File: src/rtl/swap_pkg.sv
// Shared types and dual-rail select encodings for the swap control source.
package swap_pkg;

  typedef enum logic [2:0] {
    IDLE  = 3'd0,
    HOLD  = 3'd1,
    EMIT  = 3'd2,
    WAITA = 3'd3,
    WAITN = 3'd4
  } state_t;

  localparam logic [1:0] CTL_NULL = 2'b00;
  localparam logic [1:0] CTL_A    = 2'b01;
  localparam logic [1:0] CTL_B    = 2'b10;

  // Token counter width, never narrower than one bit.
  function automatic int unsigned cnt_w(input int unsigned n);
    return (n > 1) ? $clog2(n) : 1;
  endfunction

endpackage

File: src/rtl/sync_ff.sv
// Single-bit multi-stage synchronizer with synchronous clear.
module sync_ff #(
  parameter int unsigned SYNC = 2
) (
  input  logic clk,
  input  logic clr,
  input  logic d,
  output logic q
);

  logic [SYNC-1:0] stg;

  always_ff @(posedge clk) begin
    if (clr) stg <= '0;
    else     stg <= {stg[SYNC-2:0], d};
  end

  assign q = stg[SYNC-1];

endmodule

File: src/rtl/swap_ctl_src.sv
// Serialises a bundled-data command word into dual-rail select tokens
// for a swap, one token per four-phase handshake, LSB first.
module swap_ctl_src
  import swap_pkg::*;
#(
  parameter int unsigned N    = 8,
  parameter int unsigned SYNC = 2
) (
  input  logic         clk,
  input  logic         rst,
  input  logic         r_i,
  output logic         a_i,
  input  logic [N-1:0] d_i,
  output logic         ctl_a,
  output logic         ctl_b,
  input  logic         actl_i,
  output logic         busy,
  output logic         err
);

  localparam int unsigned CW = cnt_w(N);

  logic          r_s;
  logic          ack_s;
  state_t        state, state_n;
  logic [N-1:0]  sr, sr_n;
  logic [CW-1:0] cnt, cnt_n;
  logic [1:0]    ctl, ctl_n;
  logic          a_n;
  logic          busy_n;
  logic          err_n;

  sync_ff #(.SYNC(SYNC)) u_sync_r (
    .clk (clk),
    .clr (rst),
    .d   (r_i),
    .q   (r_s)
  );

  sync_ff #(.SYNC(SYNC)) u_sync_ack (
    .clk (clk),
    .clr (rst),
    .d   (actl_i),
    .q   (ack_s)
  );

  always_ff @(posedge clk) begin
    if (rst) begin
      state <= IDLE;
      sr    <= '0;
      cnt   <= '0;
      ctl   <= CTL_NULL;
      a_i   <= 1'b0;
      busy  <= 1'b0;
      err   <= 1'b0;
    end else begin
      state <= state_n;
      sr    <= sr_n;
      cnt   <= cnt_n;
      ctl   <= ctl_n;
      a_i   <= a_n;
      busy  <= busy_n;
      err   <= err_n;
    end
  end

  assign ctl_a = ctl[0];
  assign ctl_b = ctl[1];

  // Next-state and next-output logic; every output above is a flop.
  always_comb begin
    state_n = state;
    sr_n    = sr;
    cnt_n   = cnt;
    ctl_n   = ctl;
    a_n     = a_i;
    // An acknowledge with no token outstanding is a protocol violation.
    err_n   = err | (ack_s && (state == IDLE || state == HOLD || state == EMIT));

    unique case (state)
      IDLE: begin
        a_n   = 1'b0;
        ctl_n = CTL_NULL;
        if (r_s) begin
          sr_n    = d_i;
          cnt_n   = '0;
          a_n     = 1'b1;
          state_n = HOLD;
        end
      end
      HOLD: begin
        if (!r_s) begin
          a_n     = 1'b0;
          state_n = EMIT;
        end
      end
      EMIT: begin
        ctl_n   = sr[0] ? CTL_B : CTL_A;
        state_n = WAITA;
      end
      WAITA: begin
        if (ack_s) begin
          ctl_n   = CTL_NULL;
          state_n = WAITN;
        end
      end
      WAITN: begin
        if (!ack_s) begin
          if (cnt == CW'(N - 1)) begin
            state_n = IDLE;
          end else begin
            sr_n    = sr >> 1;
            cnt_n   = cnt + CW'(1);
            state_n = EMIT;
          end
        end
      end
      default: state_n = IDLE;
    endcase

    busy_n = (state_n != IDLE);
  end

endmodule

File: config.mk
export PLATFORM = sky130hd
export DESIGN_NAME = swap_ctl_src
export DESIGN_NICKNAME = d
export VERILOG_FILES = /design/src/rtl/swap_pkg.sv /design/src/rtl/sync_ff.sv /design/src/rtl/swap_ctl_src.sv
export SDC_FILE = /design/constraint.sdc
export NUM_CORES = 1
export LEC_CHECK = 0
export ABC_CLOCK_PERIOD_IN_PS = 3110
export BUFFER_PORTS_ARGS = -buffer_cell sky130_fd_sc_hd__buf_2
export CORE_MARGIN = 3
export CORE_UTILIZATION = 58
export DETAILED_ROUTE_END_ITERATION = 7
export GPL_TIMING_DRIVEN = 0
export PLACE_DENSITY = 0.81
export SLEW_MARGIN = 0
export SYNTH_ARGS = -nofsm -noshare
export SYNTH_HDL_FRONTEND = slang
export SYNTH_HIERARCHICAL = 1
export SYNTH_SLANG_ARGS = --single-unit
File: constraint.sdc
create_clock -name clk -period 3.11 [get_ports clk]
set_input_delay 0.622 -clock clk [delete_from_list [all_inputs] [get_ports clk]]
set_output_delay 0.622 -clock clk [all_outputs]
set_load 0.01 [all_outputs]
==> impl_metrics.py, run 1 <==
metrics = {
    "sta": {
        "worst_pin_slew_ns": 0.577,
        "setup_slack_ns": 1.18,
        "rsz0062_at_grt": "false",
        "max_freq_ghz": 0.519,
        "fin_hold_ws_ns": 0.451,
        "finClkSkew_ns": 0.00240,
        "period_minus_slack_ns": 1.93,
        "hold_viol": 0,
        "finalSetupViolCount": 0,
        "setup_tns_ns": 0,
        "finalCritPeriodShare": 0.619,
        "slew_viol_final": 0,
        "relSlewSlack": 0.616,
    },
    "power": {
        "peakVddDrop_mv": 0.307,
        "powerDensity_mw_per_mm2": 420,
        "power.leakage_nw": 0.458,
    },
    "synth": {
        "ys_types": 33,
        "syn_area_sq_mm": 0.00108,
        "synth.yosys.seq_area_share": 0.425,
        "syn_inst": 110,
        "synth_top_area_frac": 0.425,
        "synth_edf_count": 0,
        "synthFlopType": "dfxtp_1",
        "synth_most_common_cell": "dfxtp_1",
        "synth_area_per_cell_sq_um": 9.84,
        "synth_top_cell_by_area": "dfxtp_1",
        "ys_ff_latch": 23,
        "synth_common_cells": "dfxtp_1 (23), a21oi_1 (9)",
        "yosys_warnings": 6,
        "syn_nets": 124,
        "async_flop_share": 0,
        "synth_top_cells_by_area": "dfxtp_1 (43%), a2111oi_2 (8.3%), mux2i_1 (5.5%)",
    },
    "cells_and_area": {
        "drive_above_1_share": 0.262,
        "ff_latch_area_sq_um": 460,
        "area.growth.synth_to_final_pct": 12.6,
        "final_util": 0.748,
        "antenna_cells": 0,
        "layout.nets": 145,
        "nFillCells": 136,
        "multi_input_area_sq_um": 551,
    },
    "global_route": {
        "grt_pass1_wl_um": 3680,
        "grt_remaining_overflow": 0,
        "grtUsageTotal": 0.188,
        "grt_max_degree": 13,
        "antenna_found_initial": 0,
        "grt_pass1_vias": 847,
    },
    "setup_path": {
        "r2r_end": "sr[4]",
        "critPathArrivalTime_ns": 2.19,
        "critPathBufInv": 1,
        "crit_slowest_cell": "or3b_4",
        "crit_type": "register to register",
        "timing.rr.start": "cnt[0]",
        "critPathCaptureType": "register",
        "ff2ff_setup_slack_ns": 1.18,
        "worst_path_most_repeated_cell": "ha_1",
        "max_stage_delay_ns": 0.42,
        "reg2reg_depth": 6,
        "critPathRequiredTime_ns": 3.37,
        "crit_cells": 6,
        "crit_path_start_kind": "register",
        "critical_path.top_delay_family": "compound AO/OA/AOI/OAI gates",
        "path_cells": "ha_1 -> ha_1 -> or3b_4 -> buf_6 -> a2111oi_2 -> a31o_1",
        "cp_max_fo": 10,
    },
    "clocking": {
        "cts_tree": "built",
        "cts_buffers": 3,
        "cts_resized": 0,
        "cts-root-buf": "clkbuf_4",
        "cts_buffer_depth": 2,
        "clk_latency_ns": 0.31,
        "ctsHoldBuffers": 0,
        "htree_levels": 1,
        "clock-sinks": 23,
        "postCtsSetupBuffers": 0,
        "clk_pin_slew_worst_paths_ns": 0.12,
    },
    "drt": {
        "drc": 0,
        "drtAntennaViolNets": 0,
        "first_pass_iters": 4,
        "post_drt_wl_per_cell_um": 13.8,
        "vias_per_cell": 5.88,
        "postRouteWirelength_um": 2130,
        "drt_iter0_drc": 10,
        "route.vias.total": 905,
    },
    "die": {
        "core_area_sq_mm": 0.00163,
        "rows": 14,
        "die_area_sq_mm": 0.00242,
        "dieHeight_um": 49.2,
        "io_pins": 17,
        "start_util": 0.664,
        "die_w_um": 49.2,
    },
    "place": {
        "dp_hpwl_um": 1550,
        "post-place-ws_ns": 1.20,
        "gp_congestion": 0.845,
        "io_buffers": 16,
    },
    "min_path": {
        "min_from": "u_sync_ack/stg[0]",
        "whs_path_depth": 1,
        "holdPathEnd": "u_sync_ack/stg[1]",
        "hold_path_class": "register to register",
    },
    "run": {
        "drv_cap": 0,
    },
    "outcome": {
        "status": "finished clean",
    },
}
[layout by cell type (no fill, tap or decap), types with 2 or more instances in the layout]
cell type / synthesis / layout
buf_6: 2 / 2
nand2_1: 2 / 2
o21ai_0: 3 / 3
buf_2: 3 / 19
o21ai_1: 3 / 3
inv_1: 5 / 5
mux2i_1: 6 / 6
a2111oi_2: 6 / 6
clkbuf_4: 0 / 3
nor2_1: 6 / 6
nor2b_1: 4 / 4
nor3b_1: 2 / 2
a31oi_1: 2 / 2
nand3_1: 4 / 4
a21boi_0: 2 / 2
a32oi_1: 2 / 2
a31o_1: 6 / 6
clkbuf_1: 3 / 4
a211oi_1: 3 / 3
ha_1: 2 / 2
a21oi_1: 9 / 9
dfxtp_1: 23 / 23
[area by class of cell]
type / count / share of cell area
plain buffers: 8 / 0.0400
clock buffers: 4 / 0.0216
inverters: 6 / 0.0185
multi-input cells: 73 / 0.452
flip-flops and latches: 23 / 0.378
well taps: 24 / 0.0246
repair buffers: 16 / 0.0657
[power breakdown]
group          total (mW)  leakage (nW)  switching [mW]  internal, mW
Sequential          0.313         0.187         0.00714         0.306
Clock               0.137        0.0150          0.0875        0.0500
Combinational      0.0617         0.256          0.0365        0.0251
Total               0.512         0.458           0.131         0.381
[sequential cells by signal, indices dropped and copies added, names as in the netlist]
signal and cells:
ctl 2, err 1, busy 1, state 3, u_sync_r/stg 2, cnt 3, a_i 1, u_sync_ack/stg 2
sr 8
[stage by stage]
| step | area, sq um | instances | power [mW] |
|---|---|---|---|
| after floorplan | 1080 | 110 | 0.360 |
| after global placement | 1190 | 150 | 0.379 |
| final | 1220 | 154 | 0.512 |
| after CTS | 1220 | 154 | 0.512 |
| after detailed placement | 1190 | 150 | 0.381 |
| after global routing | 1220 | 154 | 0.532 |
[cells by family after synthesis]
logic type / share of synthesized area
AOI/OAI and AO/OA: 0.295
adders and majority gates: 0.0231
buffers and inverters: 0.0659
DFF: 0.425
muxes: 0.0659
and+or+nand+nor: 0.125
[worst max-delay path by stage]
stage	startpoint	endpoint	slack (ns)
2_1_floorplan	cnt[0]	sr[1]	1.34
5_1_grt	cnt[0]	sr[1]	1.08
3_3_place_gp	cnt[0]	sr[2]	1.24
3_5_place_dp	rst	ctl[0]	1.20
4_1_cts	cnt[0]	sr[4]	1.18
6_report	cnt[0]	sr[4]	1.18
[metal layers]
metal | wire [um] | share of wire | vias up | GRT usage
met5 | 0 | 0 | - | 0
met4 | 17 | 0.0080 | 0 | 0.0427
met3 | 76 | 0.036 | 4 | 0.0367
met2 | 1010 | 0.48 | 17 | 0.317
met1 | 1020 | 0.48 | 429 | 0.246
li1 | - | - | 455 | -
(Power assumes the default switching activity.)
==> run 2, diff against run 1 <==
Settings changed: ABC_CLOCK_PERIOD_IN_PS 3110 to 1960, CORE_UTILIZATION 58 to 54, PLACE_DENSITY 0.81 to 0.77.
Clock period 3.11 ns to 1.96 ns, I/O delays scaled along.
==> impl_metrics.py, run 2 (synthesis results as in run 1) <==
metrics = {
    "sta": {
        "relSlewSlack": 0.570,
        "slew_viol_final": 0,
        "max_freq_ghz": 0.536,
        "finalSetupViolCount": 0,
        "finClkSkew_ns": 0.00269,
        "worst_pin_slew_ns": 0.644,
        "setup_tns_ns": 0,
        "finalCritPeriodShare": 0.952,
        "hold_viol": 0,
        "period_minus_slack_ns": 1.87,
        "rsz0062_at_grt": "false",
    },
    "power": {
        "power.leakage_nw": 0.456,
        "peakVddDrop_mv": 0.443,
        "powerDensity_mw_per_mm2": 651,
    },
    "cells_and_area": {
        "top_regs": "sr: 8 flops, cnt: 3 flops, state: 3 flops",
        "top_register": "sr",
        "layout.nets": 145,
        "antenna_cells": 0,
        "most-common-layout-cells": "dfxtp_1 (22), buf_2 (19), a21oi_1 (9)",
        "final_util": 0.686,
        "area.growth.synth_to_final_pct": 14.2,
        "layout_commonest_cell": "dfxtp_1",
        "drive_above_1_share": 0.277,
        "largest_reg_flops": 8,
    },
    "place": {
        "dp_hpwl_um": 1520,
        "io_buffers": 16,
        "gp_congestion": 0.847,
    },
    "drt": {
        "drtAntennaViolNets": 0,
        "postRouteWirelength_um": 2160,
        "drc": 0,
        "first_pass_iters": 4,
        "route.vias.total": 915,
        "vias_per_cell": 5.90,
        "drt_iter0_drc": 16,
        "post_drt_wl_per_cell_um": 14.0,
    },
    "die": {
        "die_area_sq_mm": 0.00258,
        "io_pins": 17,
        "rows": 15,
        "dieHeight_um": 50.8,
        "die_w_um": 50.8,
        "start_util": 0.601,
        "core_area_sq_mm": 0.00180,
    },
    "min_path": {
        "hold_path_class": "input pin to register",
    },
    "outcome": {
        "status": "finished clean",
    },
    "run": {
        "drv_cap": 0,
    },
    "clocking": {
        "clk_pin_slew_worst_paths_ns": 0.12,
        "postCtsSetupBuffers": 0,
        "cts_tree": "built",
        "clk_latency_ns": 0.30,
        "htree_levels": 1,
        "cts_buffers": 3,
        "cts-root-buf": "clkbuf_4",
        "cts_buffer_depth": 2,
        "clock-sinks": 23,
    },
    "global_route": {
        "grt_remaining_overflow": 0,
        "grtUsageTotal": 0.182,
        "grt_pass1_vias": 794,
        "antenna_found_initial": 0,
        "grt_max_degree": 13,
        "grt_pass1_wl_um": 3560,
    },
    "setup_path": {
        "cp_max_fo": 10,
        "crit_path_start_kind": "register",
        "critPathRequiredTime_ns": 2.21,
        "crit_type": "register to register",
        "critPathCaptureType": "register",
        "critPathArrivalTime_ns": 2.12,
    },
}
[run 2: cell count changes in the layout (fill, tap and decap cells not counted)]
cell,change
dfxtp_2,+1
ha_1,-1
dfxtp_1,-1
a2111oi_2,-1
a2111oi_4,+1
ha_2,+1
[run 2: report_power, final]
| part | switching (mW) | internal, mW | total [mW] | leakage [nW] |
|---|---|---|---|---|
| Sequential | 0.0113 | 0.485 | 0.497 | 0.188 |
| Clock | 0.130 | 0.0792 | 0.209 | 0.0150 |
| Combinational | 0.0590 | 0.0407 | 0.0997 | 0.253 |
| Total | 0.200 | 0.605 | 0.805 | 0.456 |
[run 2: worst max-delay path, cell delays in order (launching register included)]
cell and delay [ns]:
dfxtp_2 0.36, ha_1 0.20, ha_2 0.20, or3b_4 0.41
buf_6 0.16, a2111oi_2 0.36, a31o_1 0.14
[run 2: worst paths after layout]
| path | slack (ns) | cells after the start | to | start |
|---|---|---|---|---|
| hold / removal | 0.30 | 2 | u_sync_ack/stg[0] | actl_i |
| hold reg to reg | 0.45 | 1 | u_sync_ack/stg[1] | u_sync_ack/stg[0] |
| setup / recovery | 0.09 | 6 | sr[2] | cnt[0] |
| setup reg to reg | 0.09 | 6 | sr[2] | cnt[0] |
[run 2: through the flow]
step / instance area [sq um] / instances / setup WS (ns) / power [mW] / hold WS (ns)
after floorplan: 1080 / 110 / 0.193 / 0.571 / 0.414
after global placement: 1190 / 151 / 0.0843 / 0.601 / 0.417
final: 1240 / 155 / 0.0932 / 0.805 / 0.295
after detailed placement: 1190 / 151 / 0.0440 / 0.604 / 0.425
after global routing: 1240 / 155 / 0.0178 / 0.845 / 0.287
after CTS: 1220 / 155 / 0.0119 / 0.812 / 0.294
[run 2: cell type report]
| type | instances | area (sq um) |
|---|---|---|
| Buffer | 8 | 48.8 |
| Clock buffer | 4 | 26.3 |
| Fill cell | 152 | 566 |
| Inverter | 6 | 22.5 |
| Multi-Input combinational cell | 73 | 566 |
| Sequential cell | 23 | 462 |
| Tap cell | 25 | 31.3 |
| Timing Repair Buffer | 16 | 80.1 |
[run 2: timing repair]
action,4_1_cts,5_1_grt
endpoints found under the setup margin,0,6
gates resized for setup,0,3
hold buffers,0,0
[run 2: per-layer routing]
| metal | GRT usage | vias up | part of all wire |
|---|---|---|---|
| li1 | - | 451 | - |
| met1 | 0.228 | 447 | 0.46 |
| met2 | 0.307 | 15 | 0.50 |
| met3 | 0.0356 | 2 | 0.032 |
| met4 | 0.0673 | 0 | 0.0079 |
| met5 | 0 | - | 0 |
